--- config.mk ---
export PLATFORM = sky130hd
export DESIGN_NAME = and8_serial_loader
export DESIGN_NICKNAME = d
export VERILOG_FILES = /design/src/rtl/and8_serial_loader.sv
export SDC_FILE = /design/constraint.sdc
export NUM_CORES = 1
export LEC_CHECK = 0
export ABC_AREA = 1
export CORE_MARGIN = 3
export CORE_UTILIZATION = 35
export CTS_CLUSTER_DIAMETER = 100
export DETAILED_ROUTE_END_ITERATION = 7
export GPL_TIMING_DRIVEN = 0
export PLACE_DENSITY = 0.59
export SLEW_MARGIN = 20
export SYNTH_ARGS = -nofsm -noshare
export SYNTH_HDL_FRONTEND = slang
export SYNTH_SLANG_ARGS = --single-unit
--- constraint.sdc ---
create_clock -name clk -period 2.3 [get_ports clk]
set_input_delay 0.46 -clock clk [delete_from_list [all_inputs] [get_ports clk]]
set_output_delay 0.46 -clock clk [all_outputs]
set_load 0.02 [all_outputs]
--- src/rtl/and8_serial_loader.sv ---
// -----------------------------------------------------------------------------
// and8_serial_loader
//
// Upstream operand stage for the bitwise AND unit. Two WIDTH-bit operands are
// shifted in from a 1-bit serial stream, LSB first, operand A then operand B.
// The registered operands drive an external combinational AND unit. Its result
// (op_f) is captured together with zero and parity flags, and is then offered
// downstream behind a valid/ready handshake.
//
// Ports
//   clk        in   system clock, rising edge
//   rst_n      in   asynchronous reset, active low
//   sin_valid  in   serial bit valid
//   sin_data   in   serial bit (LSB first, A then B)
//   sin_ready  out  loader accepts a serial bit this cycle
//   abort      in   synchronous frame abort (highest priority)
//   op_a       out  operand A to the AND unit, registered
//   op_b       out  operand B to the AND unit, registered
//   op_f       in   combinational result from the AND unit
//   res_data   out  captured result
//   res_zero   out  res_data == 0
//   res_parity out  XOR of all res_data bits
//   res_valid  out  result available
//   res_ready  in   downstream accepts the result
// -----------------------------------------------------------------------------
module and8_serial_loader #(
   parameter int WIDTH = 8
) (
   input  logic             clk,
   input  logic             rst_n,
   input  logic             sin_valid,
   input  logic             sin_data,
   output logic             sin_ready,
   input  logic             abort,
   output logic [WIDTH-1:0] op_a,
   output logic [WIDTH-1:0] op_b,
   input  logic [WIDTH-1:0] op_f,
   output logic [WIDTH-1:0] res_data,
   output logic             res_zero,
   output logic             res_parity,
   output logic             res_valid,
   input  logic             res_ready
);

   // Counter width; a 1-bit operand still needs a 1-bit counter.
   localparam int CW = (WIDTH > 1) ? $clog2(WIDTH) : 1;
   localparam logic [CW-1:0] CNT_LAST = CW'(WIDTH - 1);

   typedef enum logic [1:0] {
      LOAD_A = 2'd0,
      LOAD_B = 2'd1,
      EXEC   = 2'd2,
      DONE   = 2'd3
   } state_t;

   state_t           state_q,      state_d;
   logic [CW-1:0]    cnt_q,        cnt_d;
   logic [WIDTH-1:0] op_a_q,       op_a_d;
   logic [WIDTH-1:0] op_b_q,       op_b_d;
   logic [WIDTH-1:0] res_data_q,   res_data_d;
   logic             res_zero_q,   res_zero_d;
   logic             res_parity_q, res_parity_d;
   logic             res_valid_q,  res_valid_d;

   logic             accept;
   logic             cnt_last;
   logic [WIDTH-1:0] bit_sel;
   logic [WIDTH-1:0] op_a_ins;
   logic [WIDTH-1:0] op_b_ins;

   // Ready is a pure decode of the state, so it is already low in the
   // handshake cycle of DONE and no bit of the next frame can slip in there.
   assign sin_ready = (state_q == LOAD_A) || (state_q == LOAD_B);

   // abort discards the bit presented in the same cycle.
   assign accept   = sin_valid && sin_ready && !abort;
   assign cnt_last = (cnt_q == CNT_LAST);

   // One-hot select of the operand bit addressed by the counter, and the
   // operands with the incoming serial bit inserted at that position.
   for (genvar gi = 0; gi < WIDTH; gi++) begin : g_bit
      assign bit_sel[gi]  = (cnt_q == CW'(gi));
      assign op_a_ins[gi] = bit_sel[gi] ? sin_data : op_a_q[gi];
      assign op_b_ins[gi] = bit_sel[gi] ? sin_data : op_b_q[gi];
   end

   // Next-state and datapath update.
   always_comb begin
      state_d      = state_q;
      cnt_d        = cnt_q;
      op_a_d       = op_a_q;
      op_b_d       = op_b_q;
      res_data_d   = res_data_q;
      res_zero_d   = res_zero_q;
      res_parity_d = res_parity_q;
      res_valid_d  = res_valid_q;

      if (abort) begin
         // Operands and the last result are kept; only control is reset.
         state_d     = LOAD_A;
         cnt_d       = '0;
         res_valid_d = 1'b0;
      end else begin
         unique case (state_q)
            LOAD_A: begin
               if (accept) begin
                  op_a_d = op_a_ins;
                  if (cnt_last) begin
                     cnt_d   = '0;
                     state_d = LOAD_B;
                  end else begin
                     cnt_d = cnt_q + CW'(1);
                  end
               end
            end
            LOAD_B: begin
               if (accept) begin
                  op_b_d = op_b_ins;
                  if (cnt_last) begin
                     cnt_d   = '0;
                     state_d = EXEC;
                  end else begin
                     cnt_d = cnt_q + CW'(1);
                  end
               end
            end
            EXEC: begin
               // Operands have been stable for a full cycle; op_f is settled.
               res_data_d   = op_f;
               res_zero_d   = (op_f == '0);
               res_parity_d = ^op_f;
               res_valid_d  = 1'b1;
               state_d      = DONE;
            end
            DONE: begin
               if (res_ready) begin
                  res_valid_d = 1'b0;
                  state_d     = LOAD_A;
               end
            end
            default: begin
               state_d = LOAD_A;
               cnt_d   = '0;
            end
         endcase
      end
   end

   always_ff @(posedge clk or negedge rst_n) begin
      if (!rst_n) begin
         state_q      <= LOAD_A;
         cnt_q        <= '0;
         op_a_q       <= '0;
         op_b_q       <= '0;
         res_data_q   <= '0;
         res_zero_q   <= 1'b0;
         res_parity_q <= 1'b0;
         res_valid_q  <= 1'b0;
      end else begin
         state_q      <= state_d;
         cnt_q        <= cnt_d;
         op_a_q       <= op_a_d;
         op_b_q       <= op_b_d;
         res_data_q   <= res_data_d;
         res_zero_q   <= res_zero_d;
         res_parity_q <= res_parity_d;
         res_valid_q  <= res_valid_d;
      end
   end

   assign op_a       = op_a_q;
   assign op_b       = op_b_q;
   assign res_data   = res_data_q;
   assign res_zero   = res_zero_q;
   assign res_parity = res_parity_q;
   assign res_valid  = res_valid_q;

endmodule

Word level (Yosys, flattened, before mapping)
Index checks and enable logic that the tools add are counted.
- output and inout bits: 28
- word-level logic and storage cells: 85
- register bits after elaboration: 32
- equal/unequal tests: 15
- muxes and demuxes: 14
- reduce and logical (&&, ||, !) cells: 32
- add/subtract/negate cells: 1
- bitwise logic cells: 1
- operators with widths (operator ; number):
    $reduce_and A4 Y1 ; 16
    $ne A3 B3 Y1 const B ; 5
    $eq A3 B3 Y1 const B ; 4
    $mux W2 ; 6
    $mux W3 ; 4
    $logic_not A8 Y1 ; 1
    $pmux W2 S4 ; 1
    $reduce_xor A8 Y1 ; 1
    $eq A3 B2 Y1 const B ; 2
    $reduce_and A2 Y1 ; 3
    $reduce_and A5 Y1 ; 1
    $eq A2 B2 Y1 const B ; 2
    $reduce_bool A2 Y1 ; 2
    $add A3 B1 Y3 const B ; 1
    $eq A3 B1 Y1 const B ; 1
    $logic_not A3 Y1 ; 1
    $reduce_bool A3 Y1 ; 1
    $eq A2 B1 Y1 const B ; 1
    $logic_and A1 B1 Y1 ; 2
    $logic_not A2 Y1 ; 1
    $mux W1 ; 2
    $pmux W1 S2 ; 1
    $reduce_or A2 Y1 ; 1
    $logic_not A1 Y1 ; 1
    other kinds (2) ; 2

Longest topological paths before layout
Gate-level depths: netlist of the first run.
- depth after elaboration: 7
- mapped depth: 11
- gate-level depth less buffers: 9

Least setup slack after synthesis of the first run
No wires, ideal clock.
- path kind: register to register
- from: register state_q[0]
- to: register op_b_q[0] (netlist: op_b[0])
- stages on the path, launching flop included: 12
- data arrival time: 1.365 ns
- path slack: 0.818 ns
- path through: dfrtp_1 -> inv_1 -> ha_1 -> buf_4 -> inv_2 -> nand2_4 -> nand2_4 -> nor2_8 -> buf_6 -> nand3_1 -> nand2_1 -> nand2_1
- longest elaborated chain between the ends: 5
- RTL lines (what ; line ; source):
    from (decl) ; 56 ; state_t state_q, state_d;
    from (signal assigned) ; 160 ; state_q <= state_d;
    $eq A2 B1 Y1 / $logic_not A2 Y1 (equally long branches) ; 73 ; assign sin_ready = (state_q == LOAD_A) || (state_q == LOAD_B);
    $logic_or A1 B1 Y1 (*) ; 73 ;
    net sin_ready ; 33 ; output logic sin_ready,
    $logic_and A1 B1 Y1 (*) (2 in series) ; 76 ; assign accept = sin_valid && sin_ready && !abort;
    $reduce_and A4 Y1 (no source line) (*) ; n/a ;
    to (signal assigned) ; 163 ; op_b_q <= op_b_d;
    to (decl) ; 59 ; logic [WIDTH-1:0] op_b_q, op_b_d;
The timed path passes the listed nets; every way through them passes the cells marked *.
A chain may end at the register's enable or synchronous reset.

Worst setup path after layout of the first run
- from: register state_q[0]
- to: output sin_ready
- longest elaborated chain between the ends: 2
- RTL lines (what ; line):
    $eq A2 B1 Y1 / $logic_not A2 Y1 (equally long branches) ; 73
    $logic_or A1 B1 Y1 (*) ; 73
    to (decl) ; 33
Mark *: on every way between the ends. The rest lies on a longest branch, timed or not.

==> results of run 1 <==
## worst reg2reg max path, stage by stage (launching register included)
cell                      delay (ns)
sky130_fd_sc_hd__dfrtp_1        0.43
sky130_fd_sc_hd__inv_1          0.10
sky130_fd_sc_hd__ha_1           0.15
sky130_fd_sc_hd__buf_4          0.15
sky130_fd_sc_hd__inv_2          0.05
sky130_fd_sc_hd__nand2_4        0.07
sky130_fd_sc_hd__nand2_4        0.07
sky130_fd_sc_hd__nor2_8         0.14
sky130_fd_sc_hd__buf_6          0.16
sky130_fd_sc_hd__nand3_1        0.09
sky130_fd_sc_hd__nand2_1        0.08
sky130_fd_sc_hd__nand2_1        0.05
## layout make-up
type	count	area (um^2)
fill	469	2450
buffer	10	77.6
sequential	32	801
inverter	30	113
multi-input combinational	137	777
timing repair buffer	41	422
tap	67	83.8
clock buffer	7	96.3
## kinds of logic (layout without fill, tap and decap cells)
family / Yosys count / count (layout)
compound gates: 14 / 14
xor+xnor: 2 / 2
fa+ha+maj: 14 / 14
buf+inv: 40 / 88
flops: 32 / 32
simple gates: 107 / 107
## Yosys cell counts, drive strengths merged
library cell / count
buf: 8
xnor2: 2
nor2: 10
nand3: 21
o211ai: 1
ha: 14
a21oi: 1
o21ai: 11
inv: 30
dfrtp: 32
nand4: 17
clkbuf: 2
nand2: 59
o22ai: 1
## where the power goes
part | internal [mW] | leakage, nW | switching, mW
sequential | 0.740 | 0.423 | 0.117
clock | 0.267 | 0.0503 | 0.210
combinational | 0.527 | 0.720 | 0.739
total | 1.53 | 1.19 | 1.07
## state kept, by name (all words and copies together) (netlist names)
signal,flops
op_a,8
op_b,8
res_data,8
cnt_q,3
state_q,2
res_parity,1
res_valid,1
res_zero,1
## what timing repair did
item                                    in CTS  in global routing
gates resized for setup                      1                  0
hold buffers                                 0                  0
endpoints found under the setup margin       1                  0
## metal layers
layer	part of all wire, %	routed length (um)	track usage (%)	vias up
met2	46	1760	23.2	42
met3	6.1	236	4.93	6
met1	47	1830	17.5	706
li1	-	-	-	766
met5	0	0	0	-
met4	0.98	38	3.74	0
## metrics by stage
stage / std cells / total power, mW / worst slack (ns) / area, um^2
2_1_floorplan: 209 / 1.64 / 0.818 / 1770
3_3_place_gp: 316 / 2.13 / 0.0800 / 2250
3_5_place_dp: 317 / 2.15 / 0.288 / 2270
4_1_cts: 324 / 2.63 / 0.220 / 2370
5_1_grt: 324 / 2.81 / 0.140 / 2370
6_report: 324 / 2.60 / 0.249 / 2370
## worst max path at each step
stage,from,end,slack [ns],cells after the start
floorplan,state_q[0],op_b[0],0.82,11
global route,state_q[0],sin_ready,0.14,6
CTS,state_q[0],sin_ready,0.22,6
global placement,rst_n,res_data[1],0.08,1
finish,state_q[0],sin_ready,0.25,6
detailed placement,state_q[0],sin_ready,0.29,6
==> summary.md, run 1 <==
| Metric | Value |
|---|---|
| Final worst-path cycle share | 89.2% |
| Longest Clk Path Bufs | 2 |
| Final RePlAce weighted congestion | 0.777 |
| Post-synth net total | 237 |
| Most frequent standard cell in the layout excluding fill and tap cells | sky130_fd_sc_hd__nand2_1 |
| Synthesized instance count | 209 |
| Maximum number of pins on one net before global-route repair | 23 |
| Critical Path Sink Type | output port |
| Clock slew at the register clock pins of the worst setup and hold paths | 0.07 ns |
| Capturing point of the worst reg2reg path | op_b[1] |
| Number of buffers added by the clock tree synthesis step | 5 |
| Number of cell instances on the worst register-to-register path | 11 |
| Layout cells sized above 1 | 9.73% |
| Dominant combinational cell family by area after synthesis | simple AND/OR/NAND/NOR gates |
| N_diodes | 0 |
| Residual DRC count | 0 |
| Max stage delay on crit path | 0.43 ns |
| Area fraction of the dominant cell type after synthesis | 45.3% |
| DR iter-0 viols | 65 |
| Via count of the first global-routing pass | 1,510 |
| Core area | 4820 um^2 |
| Pwr Density | 1100 nW/um^2 |
| Worst slew pin tran | 0.420 ns |
| Overall die height | 77.1 um |
| Post-synthesis average cell area | 8.46 um^2 |
| Total global routing track utilization | 14.1% |
| Cell Chain, Critical Path | inv_1 > ha_1 > buf_4 > inv_2 > nand2_4 > dlygate4sd2_1 |
| Count of final setup violators | 0 |
| Number of rows in the core area | 25 |
| Yosys warning count | 0 |
| Max transition margin | 71.9% |
| H-tree depth | 2 |
| TritonCTS clock tree | yes |
| Number of input and output port buffers inserted | 40 |
| Floorplan die area | 5940 um^2 |
| Post-route minimum period | 2.05 ns |
| Layout area overhead | 34.0% |
| WL/cell | 12.0 um |
| Peak VDD IR | 0.000536 V |
| Multiplexer area fraction after synthesis | 0% |
| Global-route wire length before repair | 6800 um |
| Latest clock arrival within the worst-skew pair | 0.28 ns |
| Largest clock skew in the final design | 0.00571 ns |
| Via/cell ratio | 4.69 |
| Crit path max-delay cell type | sky130_fd_sc_hd__dfrtp_1 |
| Category of the most critical setup path | flop to output port |
| Type of the worst min-delay path | primary input to async pin |
| Count of buffering cells on the critical path with inverters included | 4 |
| Total Wirelength | 3870 um |
| Register-to-register path setup slack | 0.67 ns |
| Adder-cell share of the synthesized area | 9.91% |
| First-pass iteration count of the detailed router | 4 |
| Maximum clock frequency | 0.488 GHz |
| Final hold slack | 0.0503 ns |
| Crit path DAT | 1.59 ns |
| Effective utilization at floorplan | 36.7% |
| Total via count in the routed design | 1,520 |
| Detailed placement HPWL | 2850 um |
| Post-synthesis cell type with the largest combined area | sky130_fd_sc_hd__dfrtp_1 |
| Yosys reg bits | 32 |
| Netlist Area Pre-Place | 1770 um^2 |
| Clock tree root buffer cell | sky130_fd_sc_hd__clkbuf_8 |
| Netlist cell types | 20 |
| TritonCTS sink count | 32 |
| Overall die width | 77.1 um |
| Setup repair after global routing missed its margin | false |
| CP Max Fanout | 8 |
| Reported leakage power | 1.19 nW |
| Compound-gate portion of the synthesized area | 4.53% |
| Antenna-violating nets left | 0 |
| Startpoint Class | flop |
| Global route overflow | 0 |
| Cell family with most CP delay | buffers and inverters |
| Top-Level Pins | 42 |
| Number of max-slew violations in the final report | 0 |
| Post-layout util | 49.2% |
| Synth area leaders | sky130_fd_sc_hd__dfrtp_1 (45%), sky130_fd_sc_hd__nand2_1 (12%), sky130_fd_sc_hd__ha_1 (9.9%) |
| Outcome | completed |
| Top library cells by usage in the layout, fill and taps aside | sky130_fd_sc_hd__nand2_1 (57), sky130_fd_sc_hd__clkdlybuf4s50_1 (38), sky130_fd_sc_hd__dfrtp_1 (32) |
| Setup_tns | 0 ns |
| Sequential-to-total area share from yosys stat | 45.3% |
| Antenna violations before repair | 0 |
| Post-CTS setup repair buffer count | 0 |
| Count of endpoints failing hold in the final timing report | 0 |
| Crit Reg-Reg Startpoint | state_q[0] |
| Basic-gate share of the synthesized area counting and, or, nand and nor cells | 28.5% |
| Xor/xnor share of the synthesized area | 0.991% |
| Number of nets in the layout | 285 |
| Required @ worst endpoint | 1.84 ns |
| Max-cap violation count | 0 |
No activity file was read; power rests on OpenSTA's default activity.
==> run 2, diff against run 1 <==
--- a/config.mk
+++ b/config.mk
@@ -12,6 +12,7 @@
 export DETAILED_ROUTE_END_ITERATION = 7
 export GPL_TIMING_DRIVEN = 0
 export PLACE_DENSITY = 0.59
+export SETUP_SLACK_MARGIN = 0.02
 export SLEW_MARGIN = 20
 export SYNTH_ARGS = -nofsm -noshare
 export SYNTH_HDL_FRONTEND = slang
==> results of run 2 <==
Same layout as run 1: the final DEF is identical, and so are final timing and power.
